--- config.mk ---
export PLATFORM = sky130hd
export DESIGN_NAME = dsp_sample_sequencer_flat
export DESIGN_NICKNAME = d
export VERILOG_FILES = /design/src/rtl/dsp_sample_sequencer_pkg.sv /design/src/rtl/dsp_sample_sequencer_if.sv /design/src/rtl/dsp_sample_sequencer_tick_gen.sv /design/src/rtl/dsp_sample_sequencer.sv /design/src/flat_wrapper.sv
export SDC_FILE = /design/constraint.sdc
export NUM_CORES = 1
export LEC_CHECK = 0
export ABC_AREA = 1
export CAP_MARGIN = 5
export CORE_MARGIN = 2
export CORE_UTILIZATION = 51
export DETAILED_ROUTE_END_ITERATION = 7
export PLACE_DENSITY = 0.86
export SYNTH_ARGS = -nofsm -noshare
export SYNTH_HDL_FRONTEND = slang
export SYNTH_SLANG_ARGS = --single-unit
--- constraint.sdc ---
create_clock -name clk -period 3 [get_ports clk]
set_input_delay 0.45 -clock clk [delete_from_list [all_inputs] [get_ports clk]]
set_output_delay 0.45 -clock clk [all_outputs]
set_load 0.005 [all_outputs]
--- src/rtl/dsp_sample_sequencer_pkg.sv ---
// rtl/dsp_sample_sequencer_pkg.sv - shared types and constants for the sample sequencer
//
// Package dsp_seq_pkg
//   seq_state_t : frame FSM states IDLE -> ACQ -> FILT -> LOAD
//   SRC_*       : per-channel DAC source select encoding
//   MIDSCALE    : mute word for a 12-bit DAC
//   midscale()  : mute word for an arbitrary word width
package dsp_seq_pkg;

    typedef enum logic [1:0] {
        IDLE = 2'd0,
        ACQ  = 2'd1,
        FILT = 2'd2,
        LOAD = 2'd3
    } seq_state_t;

    localparam logic [1:0] SRC_BYP  = 2'b00;
    localparam logic [1:0] SRC_FIR  = 2'b01;
    localparam logic [1:0] SRC_IIR  = 2'b10;
    localparam logic [1:0] SRC_MUTE = 2'b11;

    localparam logic [11:0] MIDSCALE = 12'h800;

    // Midscale of an offset-binary DAC is only the MSB set; this keeps the
    // mute word correct if the datapath width is ever changed from 12 bits.
    function automatic logic [31:0] midscale(input int dw);
        return 32'h1 << (dw - 1);
    endfunction

endpackage

--- src/rtl/dsp_sample_sequencer_if.sv ---
// rtl/dsp_sample_sequencer_if.sv - ADC / filter / DAC bundle driven by the sample sequencer
//
// Interface dsp_sample_sequencer_if #(DW)
//   adc_start, adc_data, adc_valid      : SPI ADC capture handshake
//   filt_din, filt_en, fir_dout, iir_dout : filter feed and results
//   dac_value, dac_value1, dac_update, dac_busy : DA2 channel words and load handshake
// Modports
//   master : the sequencer side
//   slave  : the surrounding datapath (ADC receiver, filters, DA2)
interface dsp_sample_sequencer_if #(
    parameter int DW = 12
);
    logic          adc_start;
    logic [DW-1:0] adc_data;
    logic          adc_valid;
    logic [DW-1:0] filt_din;
    logic          filt_en;
    logic [DW-1:0] fir_dout;
    logic [DW-1:0] iir_dout;
    logic [DW-1:0] dac_value;
    logic [DW-1:0] dac_value1;
    logic          dac_update;
    logic          dac_busy;

    modport master (
        output adc_start, filt_din, filt_en, dac_value, dac_value1, dac_update,
        input  adc_data, adc_valid, fir_dout, iir_dout, dac_busy
    );

    modport slave (
        input  adc_start, filt_din, filt_en, dac_value, dac_value1, dac_update,
        output adc_data, adc_valid, fir_dout, iir_dout, dac_busy
    );

endinterface

--- src/rtl/dsp_sample_sequencer_tick_gen.sv ---
// rtl/dsp_sample_sequencer_tick_gen.sv - sample-rate tick divider
//
// Module sample_tick_gen #(DIV_W)
//   clk, rst_n : clock, asynchronous active-low reset
//   i_enable   : run the divider; low holds the counter at i_div
//   i_div      : sample period minus one, sampled only when the counter reloads
//   o_tick     : high for the cycle in which the counter sits at zero
module sample_tick_gen #(
    parameter int DIV_W = 16
) (
    input  logic             clk,
    input  logic             rst_n,
    input  logic             i_enable,
    input  logic [DIV_W-1:0] i_div,
    output logic             o_tick
);

    logic [DIV_W-1:0] r_cnt;

    // Reset leaves the counter at zero so a divider enabled straight out of
    // reset ticks immediately; a disabled divider keeps reloading so the
    // first tick after enable lands a full period later.
    always_ff @(posedge clk or negedge rst_n) begin
        if (!rst_n) begin
            r_cnt <= '0;
        end else if (!i_enable || (r_cnt == '0)) begin
            r_cnt <= i_div;
        end else begin
            r_cnt <= r_cnt - 1'b1;
        end
    end

    assign o_tick = i_enable && (r_cnt == '0);

endmodule

--- src/rtl/dsp_sample_sequencer.sv ---
// rtl/dsp_sample_sequencer.sv - frame scheduler for ADC -> FIR/IIR -> DA2
//
// Module dsp_sample_sequencer #(DW, DIV_W, FILT_LAT, ACQ_TIMEOUT)
//   clk, rst_n      : clock, asynchronous active-low reset
//   i_enable        : run sample ticks
//   i_div           : sample period minus one, in clk cycles
//   i_mode_a/b      : channel A/B source (00 ADC bypass, 01 FIR, 10 IIR, 11 mute)
//   i_clear         : clears sticky error flags and the overrun counter
//   sif (master)    : ADC capture, filter feed and DAC load handshake
//   o_busy          : a frame is in progress
//   o_overrun       : sticky, a tick was dropped because a frame was running
//   o_timeout_err   : sticky, the ADC did not answer within ACQ_TIMEOUT cycles
//   o_ovr_count     : saturating dropped-tick count
// Build option
//   OVERRUN_CNT_EN  : defined -> o_ovr_count counts dropped ticks; undefined -> tied to 0
module dsp_sample_sequencer
    import dsp_seq_pkg::*;
#(
    parameter int DW          = 12,
    parameter int DIV_W       = 16,
    parameter int FILT_LAT    = 4,
    parameter int ACQ_TIMEOUT = 64
) (
    input  logic                   clk,
    input  logic                   rst_n,
    input  logic                   i_enable,
    input  logic [DIV_W-1:0]       i_div,
    input  logic [1:0]             i_mode_a,
    input  logic [1:0]             i_mode_b,
    input  logic                   i_clear,
    dsp_sample_sequencer_if.master sif,
    output logic                   o_busy,
    output logic                   o_overrun,
    output logic                   o_timeout_err,
    output logic [7:0]             o_ovr_count
);

    localparam int TW = $clog2(ACQ_TIMEOUT + 1);
    localparam int LW = $clog2(FILT_LAT + 1);

    localparam logic [TW-1:0] TMO_LAST = TW'(ACQ_TIMEOUT - 1);
    localparam logic [LW-1:0] LAT_LAST = LW'(FILT_LAT - 1);
    localparam logic [DW-1:0] MID_WORD = DW'(midscale(DW));

    seq_state_t    r_state;
    logic [TW-1:0] r_tmo;
    logic [LW-1:0] r_lat;
    logic          r_busy;
    logic          r_adc_start;
    logic          r_filt_en;
    logic          r_dac_update;
    logic          r_overrun;
    logic          r_timeout_err;
    logic [DW-1:0] r_filt_din;
    logic [DW-1:0] r_dac_a;
    logic [DW-1:0] r_dac_b;

    logic w_tick;
    logic w_drop;

    function automatic logic [DW-1:0] src_sel(
        input logic [1:0]    mode,
        input logic [DW-1:0] byp,
        input logic [DW-1:0] fir,
        input logic [DW-1:0] iir
    );
        case (mode)
            SRC_BYP:  return byp;
            SRC_FIR:  return fir;
            SRC_IIR:  return iir;
            SRC_MUTE: return MID_WORD;
            default:  return MID_WORD;
        endcase
    endfunction

    sample_tick_gen #(
        .DIV_W (DIV_W)
    ) u_tick (
        .clk      (clk),
        .rst_n    (rst_n),
        .i_enable (i_enable),
        .i_div    (i_div),
        .o_tick   (w_tick)
    );

    // Only IDLE consumes a tick; anywhere else it is lost and flagged.
    assign w_drop = w_tick && (r_state != IDLE);

    always_ff @(posedge clk or negedge rst_n) begin
        if (!rst_n) begin
            r_state       <= IDLE;
            r_tmo         <= '0;
            r_lat         <= '0;
            r_busy        <= 1'b0;
            r_adc_start   <= 1'b0;
            r_filt_en     <= 1'b0;
            r_dac_update  <= 1'b0;
            r_overrun     <= 1'b0;
            r_timeout_err <= 1'b0;
            r_filt_din    <= '0;
            r_dac_a       <= '0;
            r_dac_b       <= '0;
        end else begin
            r_adc_start  <= 1'b0;
            r_filt_en    <= 1'b0;
            r_dac_update <= 1'b0;

            // Clear is applied first so that an event set further down in
            // the same cycle overrides it.
            if (i_clear) begin
                r_overrun     <= 1'b0;
                r_timeout_err <= 1'b0;
            end
            if (w_drop) begin
                r_overrun <= 1'b1;
            end

            case (r_state)
                IDLE: begin
                    if (w_tick) begin
                        r_state     <= ACQ;
                        r_busy      <= 1'b1;
                        r_adc_start <= 1'b1;
                        r_tmo       <= '0;
                    end
                end

                ACQ: begin
                    // A valid on the last allowed cycle still completes the frame.
                    if (sif.adc_valid) begin
                        r_filt_din <= sif.adc_data;
                        r_filt_en  <= 1'b1;
                        r_lat      <= '0;
                        r_state    <= FILT;
                    end else if (r_tmo == TMO_LAST) begin
                        r_timeout_err <= 1'b1;
                        r_busy        <= 1'b0;
                        r_state       <= IDLE;
                    end else begin
                        r_tmo <= r_tmo + 1'b1;
                    end
                end

                FILT: begin
                    // First FILT cycle is the filt_en cycle, so LOAD begins
                    // FILT_LAT cycles after the strobe.
                    if (r_lat == LAT_LAST) begin
                        r_state <= LOAD;
                    end else begin
                        r_lat <= r_lat + 1'b1;
                    end
                end

                LOAD: begin
                    if (!sif.dac_busy) begin
                        r_dac_a      <= src_sel(i_mode_a, r_filt_din, sif.fir_dout, sif.iir_dout);
                        r_dac_b      <= src_sel(i_mode_b, r_filt_din, sif.fir_dout, sif.iir_dout);
                        r_dac_update <= 1'b1;
                        r_busy       <= 1'b0;
                        r_state      <= IDLE;
                    end
                end

                default: begin
                    r_busy  <= 1'b0;
                    r_state <= IDLE;
                end
            endcase
        end
    end

`ifdef OVERRUN_CNT_EN
    logic [7:0] r_ovr_count;

    // A drop coinciding with clear restarts the count at one.
    always_ff @(posedge clk or negedge rst_n) begin
        if (!rst_n) begin
            r_ovr_count <= 8'd0;
        end else if (w_drop) begin
            if (i_clear) begin
                r_ovr_count <= 8'd1;
            end else if (r_ovr_count != 8'hFF) begin
                r_ovr_count <= r_ovr_count + 8'd1;
            end
        end else if (i_clear) begin
            r_ovr_count <= 8'd0;
        end
    end

    assign o_ovr_count = r_ovr_count;
`else
    assign o_ovr_count = 8'd0;
`endif

    assign sif.adc_start  = r_adc_start;
    assign sif.filt_din   = r_filt_din;
    assign sif.filt_en    = r_filt_en;
    assign sif.dac_value  = r_dac_a;
    assign sif.dac_value1 = r_dac_b;
    assign sif.dac_update = r_dac_update;

    assign o_busy        = r_busy;
    assign o_overrun     = r_overrun;
    assign o_timeout_err = r_timeout_err;

endmodule
--- src/flat_wrapper.sv ---
// flat-port wrapper written by rule: the top's interface ports become plain ports
module dsp_sample_sequencer_flat import dsp_seq_pkg::*;
#(
    parameter int DW          = 12,
    parameter int DIV_W       = 16,
    parameter int FILT_LAT    = 4,
    parameter int ACQ_TIMEOUT = 64
)
  (clk, rst_n, i_enable, i_div, i_mode_a, i_mode_b, i_clear, o_busy, o_overrun, o_timeout_err, o_ovr_count, sif_adc_start, sif_filt_din, sif_filt_en, sif_dac_value, sif_dac_value1, sif_dac_update, sif_adc_data, sif_adc_valid, sif_fir_dout, sif_iir_dout, sif_dac_busy);
  dsp_sample_sequencer_if #(.DW(DW)) sif_i ();
  input  logic clk;
  input  logic rst_n;
  input  logic i_enable;
  input  logic [DIV_W-1:0] i_div;
  input  logic [1:0] i_mode_a;
  input  logic [1:0] i_mode_b;
  input  logic i_clear;
  output logic o_busy;
  output logic o_overrun;
  output logic o_timeout_err;
  output logic [7:0] o_ovr_count;
  output wire logic [$bits(sif_i.adc_start)-1:0] sif_adc_start;
  output wire logic [$bits(sif_i.filt_din)-1:0] sif_filt_din;
  output wire logic [$bits(sif_i.filt_en)-1:0] sif_filt_en;
  output wire logic [$bits(sif_i.dac_value)-1:0] sif_dac_value;
  output wire logic [$bits(sif_i.dac_value1)-1:0] sif_dac_value1;
  output wire logic [$bits(sif_i.dac_update)-1:0] sif_dac_update;
  input wire logic [$bits(sif_i.adc_data)-1:0] sif_adc_data;
  input wire logic [$bits(sif_i.adc_valid)-1:0] sif_adc_valid;
  input wire logic [$bits(sif_i.fir_dout)-1:0] sif_fir_dout;
  input wire logic [$bits(sif_i.iir_dout)-1:0] sif_iir_dout;
  input wire logic [$bits(sif_i.dac_busy)-1:0] sif_dac_busy;
  assign sif_adc_start = sif_i.adc_start;
  assign sif_filt_din = sif_i.filt_din;
  assign sif_filt_en = sif_i.filt_en;
  assign sif_dac_value = sif_i.dac_value;
  assign sif_dac_value1 = sif_i.dac_value1;
  assign sif_dac_update = sif_i.dac_update;
  assign sif_i.adc_data = sif_adc_data;
  assign sif_i.adc_valid = sif_adc_valid;
  assign sif_i.fir_dout = sif_fir_dout;
  assign sif_i.iir_dout = sif_iir_dout;
  assign sif_i.dac_busy = sif_dac_busy;
  dsp_sample_sequencer #(.DW(DW), .DIV_W(DIV_W), .FILT_LAT(FILT_LAT), .ACQ_TIMEOUT(ACQ_TIMEOUT)) u_core (.clk(clk), .rst_n(rst_n), .i_enable(i_enable), .i_div(i_div), .i_mode_a(i_mode_a), .i_mode_b(i_mode_b), .i_clear(i_clear), .sif(sif_i), .o_busy(o_busy), .o_overrun(o_overrun), .o_timeout_err(o_timeout_err), .o_ovr_count(o_ovr_count));
endmodule
==> qor.yml <==
synth_top_area_share: 0.4793
grt-ovfl-total: 0
grt_max_degree: 37
multi_input_area_sq_um: 1579
critPathLaunchType: "register"
clk_path_buf_depth: 2
cts_hold_buf: 0
fillers: 552
grt_pass1_wl_mm: 14.67
hold_path.class: "input pin to async pin"
synthCells: 459
fmax_ghz: 0.5270
power_density_nw_per_um2: 743.9
skew_ns: 0.009129
chipHeight_um: 88.66
r2r.worst_path.cells: 11
drc: 0
worst_setup_path_end_kind: "register"
synth_area_sq_um: 3655
drt_iter0_drc: 143
dr.pass1.iters: 4
htreeDepth: 3
max-vdd-ir-drop_v: 0.0004845
worst-path-stages: 11
fin_crit_ns: 1.898
dp_hpwl_mm: 6.622
synth.distinct_cells: 31
ys_top_cells_by_area: "dfrtp_1, nand2_1, o21ai_0"
ys_seq_area_frac: 0.4793
cts_tree: "yes"
p_leak_nw: 2.271
post_cts_buffers: 0
critical_path_class: "register to register"
worst_path_largest_cell_delay_ns: 0.38
syn_area_per_cell_sq_um: 7.962
drive_above_1_share: 0.07105
final_max_slew_viol_count: 0
post-route-cell-area_sq_um: 4887
status: "finished clean"
antenna_cells: 0
numCtsBuffers: 9
worstMarginPinSlew_ns: 0.8385
rsz0062_at_grt: "false"
design.core.area_sq_um: 6869
wire_per_inst_um: 13.38
ant_nets: 0
root_buffer: "clkbuf_8"
vias_per_cell: 5.061
ctsResizeCount: 0
pin_count: 112
cp.required_ns: 3.23
area_delta_synth_final_pct: 33.72
place_congestion: 0.8947
finalSetupViolCount: 0
design.die.area_sq_um: 7860
yosys_most_used_dff: "dfrtp_1"
vias: 3335
grt_pass1_vias: 3226
crit_slowest_cell: "dfrtp_1"
path_max_fanout: 26
async_flop_share: 1.000
synth_edf_count: 0
start_util: 0.5321
crit_chain: "inv_1 -> ha_1 -> inv_1 -> nor2_1 -> nand2_1 -> nor2_4 -> nand2_1 -> nand2_2 -> inv_1 -> nand3_1 -> nand2_1"
post-route-period-util: 0.6325
fp-row-count: 30
slew_headroom: 0.4410
portBuffers: 103
placed_cell_area_sq_um: 4707
die_w_um: 88.66
clkTransAtPathRegs_ns: 0.08
totalNegativeSetupSlack_ns: 0
cts_sinks: 70
grt_antenna_before_repair: 0
drv_cap: 0
wl_mm: 8.819
ys_warn_count: 0
whs_ns: 0.2063
synth_seq_cells: 70
seq_area_sq_um: 1752
critPathTopFamily: "simple AND/OR/NAND/NOR gates"
clk-insertion-delay-late_ns: 0.34
critPathBufInv: 3
yosysTopAreaCell: "dfrtp_1"
finalHoldViolations: 0
arrival_ns: 2.13
nets: 625
grt_usage: 0.2421
## power by group
part | total [W] | internal (W) | switching, W | leakage (nW)
registers | 0.00152 | 0.00125 | 0.000268 | 0.891
logic | 0.00141 | 0.000749 | 0.000660 | 1.29
clock network | 0.000703 | 0.000310 | 0.000393 | 0.0906
## cells in the mapped netlist, drive strengths merged (2+ instances only)
library cell,number
a31oi,3
o21ai,48
dfrtp,70
nand3b,3
nand2,132
xnor2,3
clkbuf,8
ha,5
nand3,15
buf,16
nor2,37
o22ai,24
a21oi,26
inv,54
nand4,2
xor2,9
## worst paths after layout
kind | from | end | slack, ns
min reg2reg | u_core.r_lat[2]$_DFFE_PN0P_ | u_core.r_lat[2]$_DFFE_PN0P_ | 0.49
min | rst_n | u_core.u_tick.r_cnt[14]$_DFF_PN0_ | 0.21
max in group asynchronous | rst_n | u_core.r_tmo[0]$_DFFE_PN0P_ | 2.14
min in group clk | u_core.r_lat[2]$_DFFE_PN0P_ | u_core.r_lat[2]$_DFFE_PN0P_ | 0.49
max | u_core.u_tick.r_cnt[0]$_DFF_PN0_ | u_core.u_tick.r_cnt[9]$_DFF_PN0_ | 1.10
max reg2reg | u_core.u_tick.r_cnt[0]$_DFF_PN0_ | u_core.u_tick.r_cnt[9]$_DFF_PN0_ | 1.10
## sequential cells by signal, indices dropped and copies added (netlist names), 3 cells and up, named ones only
register               flops
u_core.u_tick.r_cnt       16
u_core.sif.dac_value1     12
u_core.sif.dac_value      12
u_core.sif.filt_din       12
u_core.r_tmo               7
u_core.r_lat               3
## per-stage QoR
stage	power, W	std cells	worst slack, ns	util
finish	0.003635	659	1.102	0.7115
global route	0.003891	659	0.8074	0.7115
CTS	0.003659	659	1.095	0.7115
detailed placement	0.002947	643	0.7360	0.6852
global placement	0.002885	643	0.8312	0.6852
floorplan	0.002162	466	1.597	-
## final cells by class
class | count | share of cell area
Multi-Input combinational cell | 318 | 0.3231
Sequential cell | 70 | 0.3584
Clock buffer | 9 | 0.02535
Tap cell | 96 | 0.02458
Clock inverter | 7 | 0.01152
Timing Repair Buffer | 105 | 0.2156
Inverter | 54 | 0.04147
## worst reg2reg max path, cell delays in order (launching register included)
cell	delay [ns]
dfrtp_1	0.38
inv_1	0.09
ha_1	0.15
inv_1	0.04
nor2_1	0.10
nand2_1	0.10
nor2_4	0.10
nand2_1	0.07
nand2_2	0.32
inv_1	0.23
nand3_1	0.15
nand2_1	0.06
## cell usage in the layout (no fill, tap or decap), drive strengths merged
cell           Yosys  routed
nand2            132     132
clkdlybuf4s50      0     102
dfrtp             70      70
inv               54      57
o21ai             48      48
nor2              37      37
a21oi             26      26
o22ai             24      24
nand3             15      15
xor2               9       9
clkbuf             8       9
conb               1       8
ha                 5       5
xnor2              3       3
a31oi              3       3
nand3b             3       3
clkinv             0       3
buf               16       3
nand4              2       2
a21boi             1       1
o31ai              1       1
or2                1       1
clkinvlp           0       1
## per-layer routing
metal	vias up	part of all wire	GRT usage
met3	10	0.086	0.08209
met1	1521	0.40	0.2869
li1	1661	-	-
met4	0	0.011	0.07025
met2	143	0.50	0.4179
met5	-	0	0
## cell families (layout without fill, tap and decap cells)
group,after synthesis,count (layout),share of synthesized area
simple gates,190,190,0.2253
compound gates,103,103,0.1527
buf+inv,78,175,0.09586
flops,70,70,0.4793
xor+xnor,12,12,0.02876
fa+ha+maj,5,5,0.01712
other cells,1,8,0.001026
No activity file was read; power rests on OpenSTA's default activity.
